===== src/rtl/match_sequencer_if.sv =====
// Query, result and matcher-control signal bundle for match_sequencer.
// slave = the sequencer's view; master = the host/matcher environment's view.
interface match_sequencer_if #(
  parameter int ADDR_WIDTH = 4
);
  logic                  q_valid;
  logic                  q_ready;
  logic [ADDR_WIDTH-1:0] q_addr;

  logic                  r_valid;
  logic                  r_ready;
  logic                  r_found;
  logic                  r_timeout;
  logic [ADDR_WIDTH-1:0] r_addr;
  logic [7:0]            r_cycles;

  logic                  m_cs;
  logic [ADDR_WIDTH-1:0] m_vocab_start_addr;
  logic [ADDR_WIDTH-1:0] m_vocab_end_addr;
  logic [ADDR_WIDTH-1:0] m_input_start_addr;
  logic                  m_found;
  logic                  m_done;

  modport slave (
    input  q_valid, q_addr, r_ready, m_found, m_done,
    output q_ready, r_valid, r_found, r_timeout, r_addr, r_cycles,
           m_cs, m_vocab_start_addr, m_vocab_end_addr, m_input_start_addr
  );

  modport master (
    output q_valid, q_addr, r_ready, m_found, m_done,
    input  q_ready, r_valid, r_found, r_timeout, r_addr, r_cycles,
           m_cs, m_vocab_start_addr, m_vocab_end_addr, m_input_start_addr
  );
endinterface


===== src/rtl/match_sequencer.sv =====
// Query FIFO plus launch/collect FSM driving one matcher search per query.
// Optional search watchdog is enabled by defining MATCH_SEQ_TIMEOUT_EN.
//
// state     | meaning
// S_IDLE    | waiting for a queued query; pops and launches
// S_SEARCH  | m_cs high, counting cycles until m_done (or watchdog)
// S_RELEASE | m_cs low for one cycle so the matcher returns to idle
// S_RESP    | result presented until r_valid && r_ready
module match_sequencer #(
  parameter int ADDR_WIDTH     = 4,
  parameter int QDEPTH         = 4,
  parameter int TIMEOUT_CYCLES = 64
) (
  input  logic                  clk,
  input  logic                  rst,
  input  logic [ADDR_WIDTH-1:0] cfg_vocab_start_addr,
  input  logic [ADDR_WIDTH-1:0] cfg_vocab_end_addr,
  output logic                  busy,
  match_sequencer_if.slave      bus
);

  localparam int PW = $clog2(QDEPTH);
  localparam int CW = PW + 1;

  if (QDEPTH < 2 || (QDEPTH & (QDEPTH - 1)) != 0 ||
      TIMEOUT_CYCLES < 1 || TIMEOUT_CYCLES > 255) begin : g_param_check
    $error("match_sequencer: illegal parameter set");
  end

  typedef enum logic [1:0] {
    S_IDLE    = 2'd0,
    S_SEARCH  = 2'd1,
    S_RELEASE = 2'd2,
    S_RESP    = 2'd3
  } state_e;

  logic [ADDR_WIDTH-1:0] mem_q [QDEPTH];
  logic [PW-1:0]         wr_ptr_q;
  logic [PW-1:0]         rd_ptr_q;
  logic [CW-1:0]         count_q;
  logic                  full;
  logic                  push;
  logic                  pop;

  state_e                state_q, state_d;
  logic [7:0]            cyc_q, cyc_d;
  logic [7:0]            cyc_inc;
  logic                  found_q, found_d;
  logic [7:0]            rcyc_q, rcyc_d;
  logic [ADDR_WIDTH-1:0] vs_q, vs_d;
  logic [ADDR_WIDTH-1:0] ve_q, ve_d;
  logic [ADDR_WIDTH-1:0] in_q, in_d;
`ifdef MATCH_SEQ_TIMEOUT_EN
  localparam logic [7:0] TO_LIMIT = 8'(TIMEOUT_CYCLES);
  logic                  timeout_q, timeout_d;
`endif

  // q_ready depends only on the registered count, so a pop never admits a same-edge push
  assign full = (count_q == CW'(QDEPTH));
  assign push = bus.q_valid && !full;

  always_ff @(posedge clk) begin
    if (rst) begin
      wr_ptr_q <= '0;
      rd_ptr_q <= '0;
      count_q  <= '0;
    end else begin
      if (push) begin
        mem_q[wr_ptr_q] <= bus.q_addr;
        wr_ptr_q        <= wr_ptr_q + 1'b1;
      end
      if (pop) begin
        rd_ptr_q <= rd_ptr_q + 1'b1;
      end
      if (push && !pop) begin
        count_q <= count_q + 1'b1;
      end else if (pop && !push) begin
        count_q <= count_q - 1'b1;
      end
    end
  end

  always_comb begin
    state_d = state_q;
    cyc_d   = cyc_q;
    found_d = found_q;
    rcyc_d  = rcyc_q;
    vs_d    = vs_q;
    ve_d    = ve_q;
    in_d    = in_q;
    pop     = 1'b0;
`ifdef MATCH_SEQ_TIMEOUT_EN
    timeout_d = timeout_q;
`endif
    cyc_inc = (cyc_q == 8'hFF) ? cyc_q : cyc_q + 8'd1;

    case (state_q)
      S_IDLE: begin
        if (count_q != '0) begin
          pop     = 1'b1;
          in_d    = mem_q[rd_ptr_q];
          vs_d    = cfg_vocab_start_addr;
          ve_d    = cfg_vocab_end_addr;
          cyc_d   = '0;
          state_d = S_SEARCH;
        end
      end
      S_SEARCH: begin
        cyc_d = cyc_inc;
        if (bus.m_done) begin
          found_d = bus.m_found;
          rcyc_d  = cyc_inc;
          state_d = S_RELEASE;
`ifdef MATCH_SEQ_TIMEOUT_EN
          timeout_d = 1'b0;
        end else if (cyc_inc == TO_LIMIT) begin
          found_d   = 1'b0;
          rcyc_d    = cyc_inc;
          timeout_d = 1'b1;
          state_d   = S_RELEASE;
`endif
        end
      end
      S_RELEASE: state_d = S_RESP;
      S_RESP: begin
        if (bus.r_ready) begin
          state_d = S_IDLE;
        end
      end
      default: state_d = S_IDLE;
    endcase
  end

  always_ff @(posedge clk) begin
    if (rst) begin
      state_q <= S_IDLE;
      cyc_q   <= '0;
      found_q <= 1'b0;
      rcyc_q  <= '0;
      vs_q    <= '0;
      ve_q    <= '0;
      in_q    <= '0;
`ifdef MATCH_SEQ_TIMEOUT_EN
      timeout_q <= 1'b0;
`endif
    end else begin
      state_q <= state_d;
      cyc_q   <= cyc_d;
      found_q <= found_d;
      rcyc_q  <= rcyc_d;
      vs_q    <= vs_d;
      ve_q    <= ve_d;
      in_q    <= in_d;
`ifdef MATCH_SEQ_TIMEOUT_EN
      timeout_q <= timeout_d;
`endif
    end
  end

  assign bus.q_ready            = !full;
  assign bus.r_valid            = (state_q == S_RESP);
  assign bus.r_found            = found_q;
  assign bus.r_addr             = in_q;
  assign bus.r_cycles           = rcyc_q;
  assign bus.m_cs               = (state_q == S_SEARCH);
  assign bus.m_vocab_start_addr = vs_q;
  assign bus.m_vocab_end_addr   = ve_q;
  assign bus.m_input_start_addr = in_q;
`ifdef MATCH_SEQ_TIMEOUT_EN
  assign bus.r_timeout          = timeout_q;
`else
  assign bus.r_timeout          = 1'b0;
`endif
  assign busy = (state_q != S_IDLE) || (count_q != '0);

endmodule


===== src/flat_wrapper.sv =====
// flat-port wrapper written by rule: the top's interface ports become plain ports
module match_sequencer_flat 
#(
  parameter int ADDR_WIDTH     = 4,
  parameter int QDEPTH         = 4,
  parameter int TIMEOUT_CYCLES = 64
)
  (clk, rst, cfg_vocab_start_addr, cfg_vocab_end_addr, busy, bus_q_valid, bus_q_addr, bus_r_ready, bus_m_found, bus_m_done, bus_q_ready, bus_r_valid, bus_r_found, bus_r_timeout, bus_r_addr, bus_r_cycles, bus_m_cs, bus_m_vocab_start_addr, bus_m_vocab_end_addr, bus_m_input_start_addr);
  match_sequencer_if #(.ADDR_WIDTH(ADDR_WIDTH)) bus_i ();
  input  logic clk;
  input  logic rst;
  input  logic [ADDR_WIDTH-1:0] cfg_vocab_start_addr;
  input  logic [ADDR_WIDTH-1:0] cfg_vocab_end_addr;
  output logic busy;
  input wire logic [$bits(bus_i.q_valid)-1:0] bus_q_valid;
  input wire logic [$bits(bus_i.q_addr)-1:0] bus_q_addr;
  input wire logic [$bits(bus_i.r_ready)-1:0] bus_r_ready;
  input wire logic [$bits(bus_i.m_found)-1:0] bus_m_found;
  input wire logic [$bits(bus_i.m_done)-1:0] bus_m_done;
  output wire logic [$bits(bus_i.q_ready)-1:0] bus_q_ready;
  output wire logic [$bits(bus_i.r_valid)-1:0] bus_r_valid;
  output wire logic [$bits(bus_i.r_found)-1:0] bus_r_found;
  output wire logic [$bits(bus_i.r_timeout)-1:0] bus_r_timeout;
  output wire logic [$bits(bus_i.r_addr)-1:0] bus_r_addr;
  output wire logic [$bits(bus_i.r_cycles)-1:0] bus_r_cycles;
  output wire logic [$bits(bus_i.m_cs)-1:0] bus_m_cs;
  output wire logic [$bits(bus_i.m_vocab_start_addr)-1:0] bus_m_vocab_start_addr;
  output wire logic [$bits(bus_i.m_vocab_end_addr)-1:0] bus_m_vocab_end_addr;
  output wire logic [$bits(bus_i.m_input_start_addr)-1:0] bus_m_input_start_addr;
  assign bus_i.q_valid = bus_q_valid;
  assign bus_i.q_addr = bus_q_addr;
  assign bus_i.r_ready = bus_r_ready;
  assign bus_i.m_found = bus_m_found;
  assign bus_i.m_done = bus_m_done;
  assign bus_q_ready = bus_i.q_ready;
  assign bus_r_valid = bus_i.r_valid;
  assign bus_r_found = bus_i.r_found;
  assign bus_r_timeout = bus_i.r_timeout;
  assign bus_r_addr = bus_i.r_addr;
  assign bus_r_cycles = bus_i.r_cycles;
  assign bus_m_cs = bus_i.m_cs;
  assign bus_m_vocab_start_addr = bus_i.m_vocab_start_addr;
  assign bus_m_vocab_end_addr = bus_i.m_vocab_end_addr;
  assign bus_m_input_start_addr = bus_i.m_input_start_addr;
  match_sequencer #(.ADDR_WIDTH(ADDR_WIDTH), .QDEPTH(QDEPTH), .TIMEOUT_CYCLES(TIMEOUT_CYCLES)) u_core (.clk(clk), .rst(rst), .cfg_vocab_start_addr(cfg_vocab_start_addr), .cfg_vocab_end_addr(cfg_vocab_end_addr), .busy(busy), .bus(bus_i));
endmodule

===== config.mk =====
export PLATFORM = sky130hd
export DESIGN_NAME = match_sequencer_flat
export DESIGN_NICKNAME = d
export VERILOG_FILES = /design/src/rtl/match_sequencer_if.sv /design/src/rtl/match_sequencer.sv /design/src/flat_wrapper.sv
export SDC_FILE = /design/constraint.sdc
export NUM_CORES = 1
export LEC_CHECK = 0
export CAP_MARGIN = 5
export CORE_UTILIZATION = 46
export CTS_CLUSTER_SIZE = 40
export DETAILED_ROUTE_END_ITERATION = 16
export PLACE_DENSITY = 0.71
export SLEW_MARGIN = 5
export SYNTH_ARGS = -nofsm -noshare
export SYNTH_HDL_FRONTEND = slang
export SYNTH_SLANG_ARGS = --single-unit

===== constraint.sdc =====
create_clock -name clk -period 2.52 [get_ports clk]
set_input_delay 0.504 -clock clk [delete_from_list [all_inputs] [get_ports clk]]
set_output_delay 0.504 -clock clk [all_outputs]
set_load 0.05 [all_outputs]

# Word level (Yosys, flattened, before mapping)

Memories as Yosys holds them, arrays and structs flattened. A register that Yosys moved wholly into a read port is not among the register bits.
Index checks and enable logic that the tools add are counted.

Add/subtract/negate cells: 5
Reductions and logical operators: 16
Equal/unequal tests: 8
Bitwise gates (word level): 0
Order comparisons: 0
Shift-type cells: 0
Divide/modulo/power cells: 0
Mux-type cells: 14
Multiply operators: 0

Operators with widths:

| cell                                                  | count |
|---|---|
| two-way mux 8 bit                                     | 2 |
| one-hot mux 8 bit (2 select lines)                    | 1 |
| adder 8 x 1 -> 8 bit, second input constant           | 1 |
| == test 8 bit, second input constant                  | 1 |
| one-hot mux 2 bit (4 select lines)                    | 1 |
| two-way mux 2 bit                                     | 3 |
| two-way mux 3 bit                                     | 2 |
| AND reduction 2 bit                                   | 3 |
| nonzero test 2 bit                                    | 3 |
| two-way mux 1 bit                                     | 5 |
| adder 2 x 1 -> 2 bit, second input constant           | 2 |
| == test 2 bit, second input constant                  | 2 |
| inequality test 2 bit, second input constant          | 2 |
| adder 3 x 1 -> 3 bit, second input constant           | 1 |
| == test 3 bit, second input constant                  | 1 |
| logical AND 1 bit                                     | 3 |
| logical NOT 1 bit                                     | 3 |
| AND reduction 3 bit                                   | 1 |
| nonzero test 3 bit                                    | 1 |
| subtractor 3 x 1 -> 3 bit, second input constant      | 1 |
| == test 2 x 1 -> 1 bit, second input constant         | 1 |
| logical NOT 2 bit                                     | 1 |
| inequality test 2 x 1 -> 1 bit, second input constant | 1 |
| logical OR 1 bit                                      | 1 |

Bits in read-only memories: 0
Bits in registers: 34
Logic and storage cells: 53
Latch bits: 0
Bits in writable memories: 16
Input port bits: 18
Memories: 1

Memories:

| memory       | words | bits a word | rd ports | clocked after Yosys merged registers in | wr ports | line                  | RTL |
|---|---|---|---|---|---|---|---|
| u_core.mem_q | 4     | 4           | 1        | 1                                       | 1        | match_sequencer.sv:37 | `logic [ADDR_WIDTH-1:0] mem_q [QDEPTH];` |

# Logic depth before layout (Yosys ltp)

Gate-level depths: netlist of run 1.

Depth after elaboration: 7
Depth in mapped cells: 11

# Worst setup path before layout of run 1

OpenSTA, ideal clock, no wires.

Path kind: flip-flop to flip-flop
Start: register u_core.count_q[0]
End: register u_core.count_q[2]
Period minus slack after synthesis: 2,452 ps
Path buffers: 0
Slack: 68 ps
Setup time: 70 ps
Stages on the path, launching flop included: 10
Arrival: 2,382 ps
Cells stage by stage: dfxtp_1 > or3b_1 > nand2_1 > inv_1 > ha_1 > inv_1 > fa_1 > xor2_1 > or3_1 > a21oi_1

Longest elaborated chain between the ends: 6
Elaborated cells on any way between the ends: 15
Those cells by class: add/sub (2); eq/ne (1); mux (4); reduce/logical (8)

Ends and longest elaborated chain:

| what                         | line                  | RTL |
|---|---|---|
| start: declaration           | match_sequencer.sv:40 | `logic [CW-1:0] count_q;` |
| start signal: assignment     | match_sequencer.sv:76 | `count_q <= count_q + 1'b1;` |
| start signal: assignment     | match_sequencer.sv:78 | `count_q <= count_q - 1'b1;` |
| == test 3 bit (*)            | match_sequencer.sv:59 | `assign full = (count_q == CW'(QDEPTH));` |
| logical NOT 1 bit (*)        | -                     |  |
| net bus_q_ready              | flat_wrapper.sv:20    | `output wire logic [$bits(bus_i.q_ready)-1:0] bus_q_ready;` |
| logical AND 1 bit (*)        | match_sequencer.sv:60 | `assign push = bus.q_valid && !full;` |
| net u_core.push              | match_sequencer.sv:42 | `logic push;` |
| logical NOT 1 bit            | match_sequencer.sv:77 | `end else if (pop && !push) begin` |
| logical AND 1 bit            | match_sequencer.sv:77 |  |
| nonzero test 2 bit (no line) | -                     |  |

The timed path passes the listed nets; every way through them passes the cells marked *. The select of a mux whose other input is x is not followed.
A chain may end at the register's enable or synchronous reset.

# Final worst setup path of run 1

Start: register u_core.count_q[2]
End: output bus_q_ready

Longest elaborated chain between the ends: 2

Ends and longest elaborated chain:

| what              | line                   | RTL |
|---|---|---|
| == test 3 bit     | match_sequencer.sv:59  |  |
| logical NOT 1 bit | match_sequencer.sv:160 | `assign bus.q_ready = !full;` |
| end: declaration  | flat_wrapper.sv:20     |  |

No other way between the ends.

==> summary.md, run 1 <==
| Metric | Value |
|---|---|
| Worst vdd ir | about 0.47 mV |
| Cell Int Power | approximately 0.0019 W |
| RD Place Congestion | 0.789 |
| Antenna diodes | 0 |
| Iteration-0 DRC Markers | 115 |
| Share of the synthesized area in the top cell type | 30.8% |
| Finished Layout Cells | 355 |
| Cell count after synthesis | about 240 |
| Post-synth EDFFs | 16 |
| Setup TNS | 0 ns |
| Post-CTS setup buffer count | 0 |
| DRT Pass-1 Iters | 4 |
| Placed Area | 2960 um2 |
| Combinational cell fraction of total power | 46.1% |
| CTS sink cnt | 54 |
| GR Overflow Total | 0 |
| Final period utilization | approximately 95% |
| Total core area | 5140 um2 |
| Die outline height | 75.3 um |
| Critical Path Fanout Max | 5 |
| CP arrival | between 1.5 and 2 ns |
| Maxcap violations | 0 |
| Die Footprint | 5670 um2 |
| Total wire length | 4410 um |
| Yosys top cell by area | dfxtp_1 |
| Mapped cell area | 2470 um2 |
| DR WL/cell | 12.4 um |
| Vias in the first global route | 1,639 |
| Reg power frac | 35.8% |
| First-pass GRT wire length | 7200 um |
| Sequential area share after synthesis | around half |
| Max Clock Skew | 0.00538 ns |
| Yosys cell types | 50 |
| Status | completed |
| Number of fill cells in the layout | 482 |
| Async SR Flop Fraction | 0% |
| Layout cells sized above 1 | 9.47% |
| Synth Warn # | 0 |
| Final setup fails | 0 |
| DR DRC count | 0 |
| Vias after detailed routing | 1,816 |
| Drt via density | 5.12 |
| Worst Tran Pin Value | between 0.5 and 0.6 ns |
| Clock Power Share | approximately 18% |
| Pins over their slew limit | 0 |
| Antenna violations before repair | 0 |
| Psw | 0.00135 W |
| Starting Density | 48.1% |
| CP startpoint kind | register |
| Critical Path End Type | primary output |
| Reg area | 1240 um2 |
| CTS buffer count | 5 |
| GRT Util Overall | between 10% and 20% |
| Post-Syn Nets | 273 |
| Worst-path clk slew | ~0.1 ns |
| Placed Cells | 347 |
| Port Buf Inserts | 46 |
| Relative slew slack | approximately 66% |
| Sw frac | 41.6% |
| Hold Crit Class | reg -> reg |
| Final min period | roughly 2.4 ns |
| Largest net degree at the start of global routing | 44 |
| Yosys reg bits | 54 |
| Clk Latency, worst-skew pair | 0.31 ns |
| CTS Buffer Depth | 2 |
| Root buf cell | clkbuf_8 |
| Ranking of synthesized cells by area | dfxtp_1 (31%), edfxtp_1 (19%), nand2_1 (5.6%) |
| Area grow syn2layout | 24.6% |
| LEAKAGE | 1.12 nW |
| Top FF cell, synth | dfxtp_1 |
| RSZ-0062 raised after global routing | no |
| Multi-input gate area | 1090 um2 |
| Power per cell area | 1060 nW/um2 |
| Io pins | 48 |
| Final Hold Fails | 0 |
| ANT nets after route | 0 |
| Rows | 26 |
| Final instance area | 3080 um2 |
| CP Class | reg -> out |
| CTS tree | done |
| HPWL after detailed placement | 3150 um |
| Die X-Extent | 75.3 um |
| Syn avg cell area | 10.2 um2 |
| NumNets Final | 314 |
| Critical Path RT | 2.02 ns |
| H-Tree Depth | 2 |
| Max Fclk | 419 MHz |
final cells by class:
class                   count  share of cell area [%]
clock inverters             3                    1.55
flip-flops and latches     54                    40.3
inverters                  11                    1.34
well taps                  70                    2.85
repair buffers             51                    16.2
clock buffers               5                    2.24
multi-input cells         161                    35.5
power groups by stage:
| stage | Sequential (W) | Clock [W] | Combinational [W] |
|---|---|---|---|
| global route | 0.00119 | 0.000638 | 0.00164 |
| finish | 0.00117 | 0.000588 | 0.00150 |
| detailed placement | 0.00119 | 0 | 0.00152 |
| global placement | 0.00119 | 0 | 0.00150 |
| floorplan | 0.00142 | 0 | 0.000885 |
| CTS | 0.00117 | 0.000599 | 0.00152 |
synth_stat cells, types with 2 or more instances:
cell type / n
dfxtp_1: 38
nand2_1: 37
a21oi_1: 27
edfxtp_1: 16
nor2_1: 12
ha_1: 11
inv_1: 10
clkbuf_1: 6
nand3b_1: 6
and2_1: 5
buf_2: 5
buf_4: 5
nand3_1: 5
o31ai_1: 5
mux4_2: 4
o21ai_0: 4
o211ai_1: 3
xnor2_1: 3
xor2_1: 3
a211oi_1: 2
a311oi_1: 2
and3_2: 2
mux2i_1: 2
nand2b_1: 2
nor3_1: 2
or3_1: 2
worst max-delay path, stage by stage, from the launching register on:
cell and delay, ns:
dfxtp_1 0.43, or3b_1 0.42, clkdlybuf4s50_1 0.72
flip-flops by register name (all words and copies together) (netlist names):
name / flops
u_core.bus.m_vocab_end_addr: 4
u_core.wr_ptr_q: 2
u_core.bus.r_found: 1
u_core.cyc_q: 8
u_core.bus.m_vocab_start_addr: 4
u_core.mem_q: 16
u_core.bus.m_input_start_addr: 4
u_core.rd_ptr_q: 2
u_core.bus.r_cycles: 8
u_core.state_q: 2
u_core.count_q: 3
kinds of logic after synthesis:
family	count (synthesis)	synth area share (%)
compound gates	52	13.1
xor+xnor	6	2.13
fa+ha+maj	12	6.38
buf+inv	28	5.57
flops	54	50.3
mux	6	4.46
other cells	1	0.152
simple gates	84	17.9
final timing paths:
kind	startpoint	to	slack (ns)	depth (start not counted)
setup / recovery	u_core.count_q[2]	bus_q_ready	0.13	2
hold / removal	u_core.bus.m_vocab_end_addr[1]	u_core.bus.m_vocab_end_addr[1]	0.46	2
setup reg to reg	u_core.state_q[0]	u_core.count_q[2]	0.23	10
hold reg to reg	u_core.bus.m_vocab_end_addr[1]	u_core.bus.m_vocab_end_addr[1]	0.46	2
per-layer routing:
| metal | vias up | track usage [%] | share of wire (%) |
|---|---|---|---|
| met5 | - | 0 | 0 |
| met4 | 0 | 5.56 | 1.1 |
| met2 | 34 | 28.8 | 49 |
| li1 | 926 | - | - |
| met3 | 4 | 4.15 | 3.9 |
| met1 | 852 | 21.1 | 46 |
stage by stage:
step | worst slack (ns) | power [W] | util (%) | hold slack [ns]
5_1_grt | 0.0796 | 0.00347 | 59.9 | 0.480
4_1_cts | 0.0802 | 0.00329 | 59.8 | 0.461
3_5_place_dp | 0.0732 | 0.00271 | 57.6 | 0.446
3_3_place_gp | 0.131 | 0.00268 | 57.6 | 0.441
2_1_floorplan | 0.0678 | 0.00231 | - | 0.469
6_report | 0.135 | 0.00326 | 59.9 | 0.458
placed cells by master (no fill, tap or decap), drive strengths merged, types with 5 or more instances in the layout:
| master | n |
|---|---|
| clkbuf | 5 |
| nand2 | 38 |
| dfxtp | 38 |
| buf | 5 |
| clkdlybuf4s50 | 44 |
| nor2 | 12 |
| nand3 | 5 |
| ha | 11 |
| a21oi | 27 |
| edfxtp | 16 |
| and2 | 7 |
| nand3b | 6 |
| o31ai | 5 |
| inv | 12 |
timing repair:
item / 4_1_cts / 5_1_grt
endpoints found under the setup margin: 1 / 1
gates cloned: 0 / 0
hold buffers: 0 / 0
gates resized for setup: 1 / 1
endpoints found under the hold margin: 0 / 0
Note: power is estimated with default switching activity, not from simulation.
==> run 2: changes to the inputs <==
--- a/config.mk
+++ b/config.mk
@@ -7,7 +7,6 @@
 export LEC_CHECK = 0
 export CAP_MARGIN = 5
 export CORE_UTILIZATION = 46
-export CTS_CLUSTER_SIZE = 40
 export DETAILED_ROUTE_END_ITERATION = 16
 export PLACE_DENSITY = 0.71
 export SLEW_MARGIN = 5
==> results of run 2 <==
No change in the layout: final DEF, timing and power equal those of run 1.
==> run 3: changes to the inputs <==
--- a/config.mk
+++ b/config.mk
@@ -5,8 +5,11 @@
 export SDC_FILE = /design/constraint.sdc
 export NUM_CORES = 1
 export LEC_CHECK = 0
+export ABC_CLOCK_PERIOD_IN_PS = 2520
 export CAP_MARGIN = 5
 export CORE_UTILIZATION = 46
+export CTS_CLUSTER_DIAMETER = 40
+export CTS_CLUSTER_SIZE = 30
 export DETAILED_ROUTE_END_ITERATION = 16
 export PLACE_DENSITY = 0.71
 export SLEW_MARGIN = 5
==> results of run 3 <==
No change in the layout: final DEF, timing and power equal those of run 1.
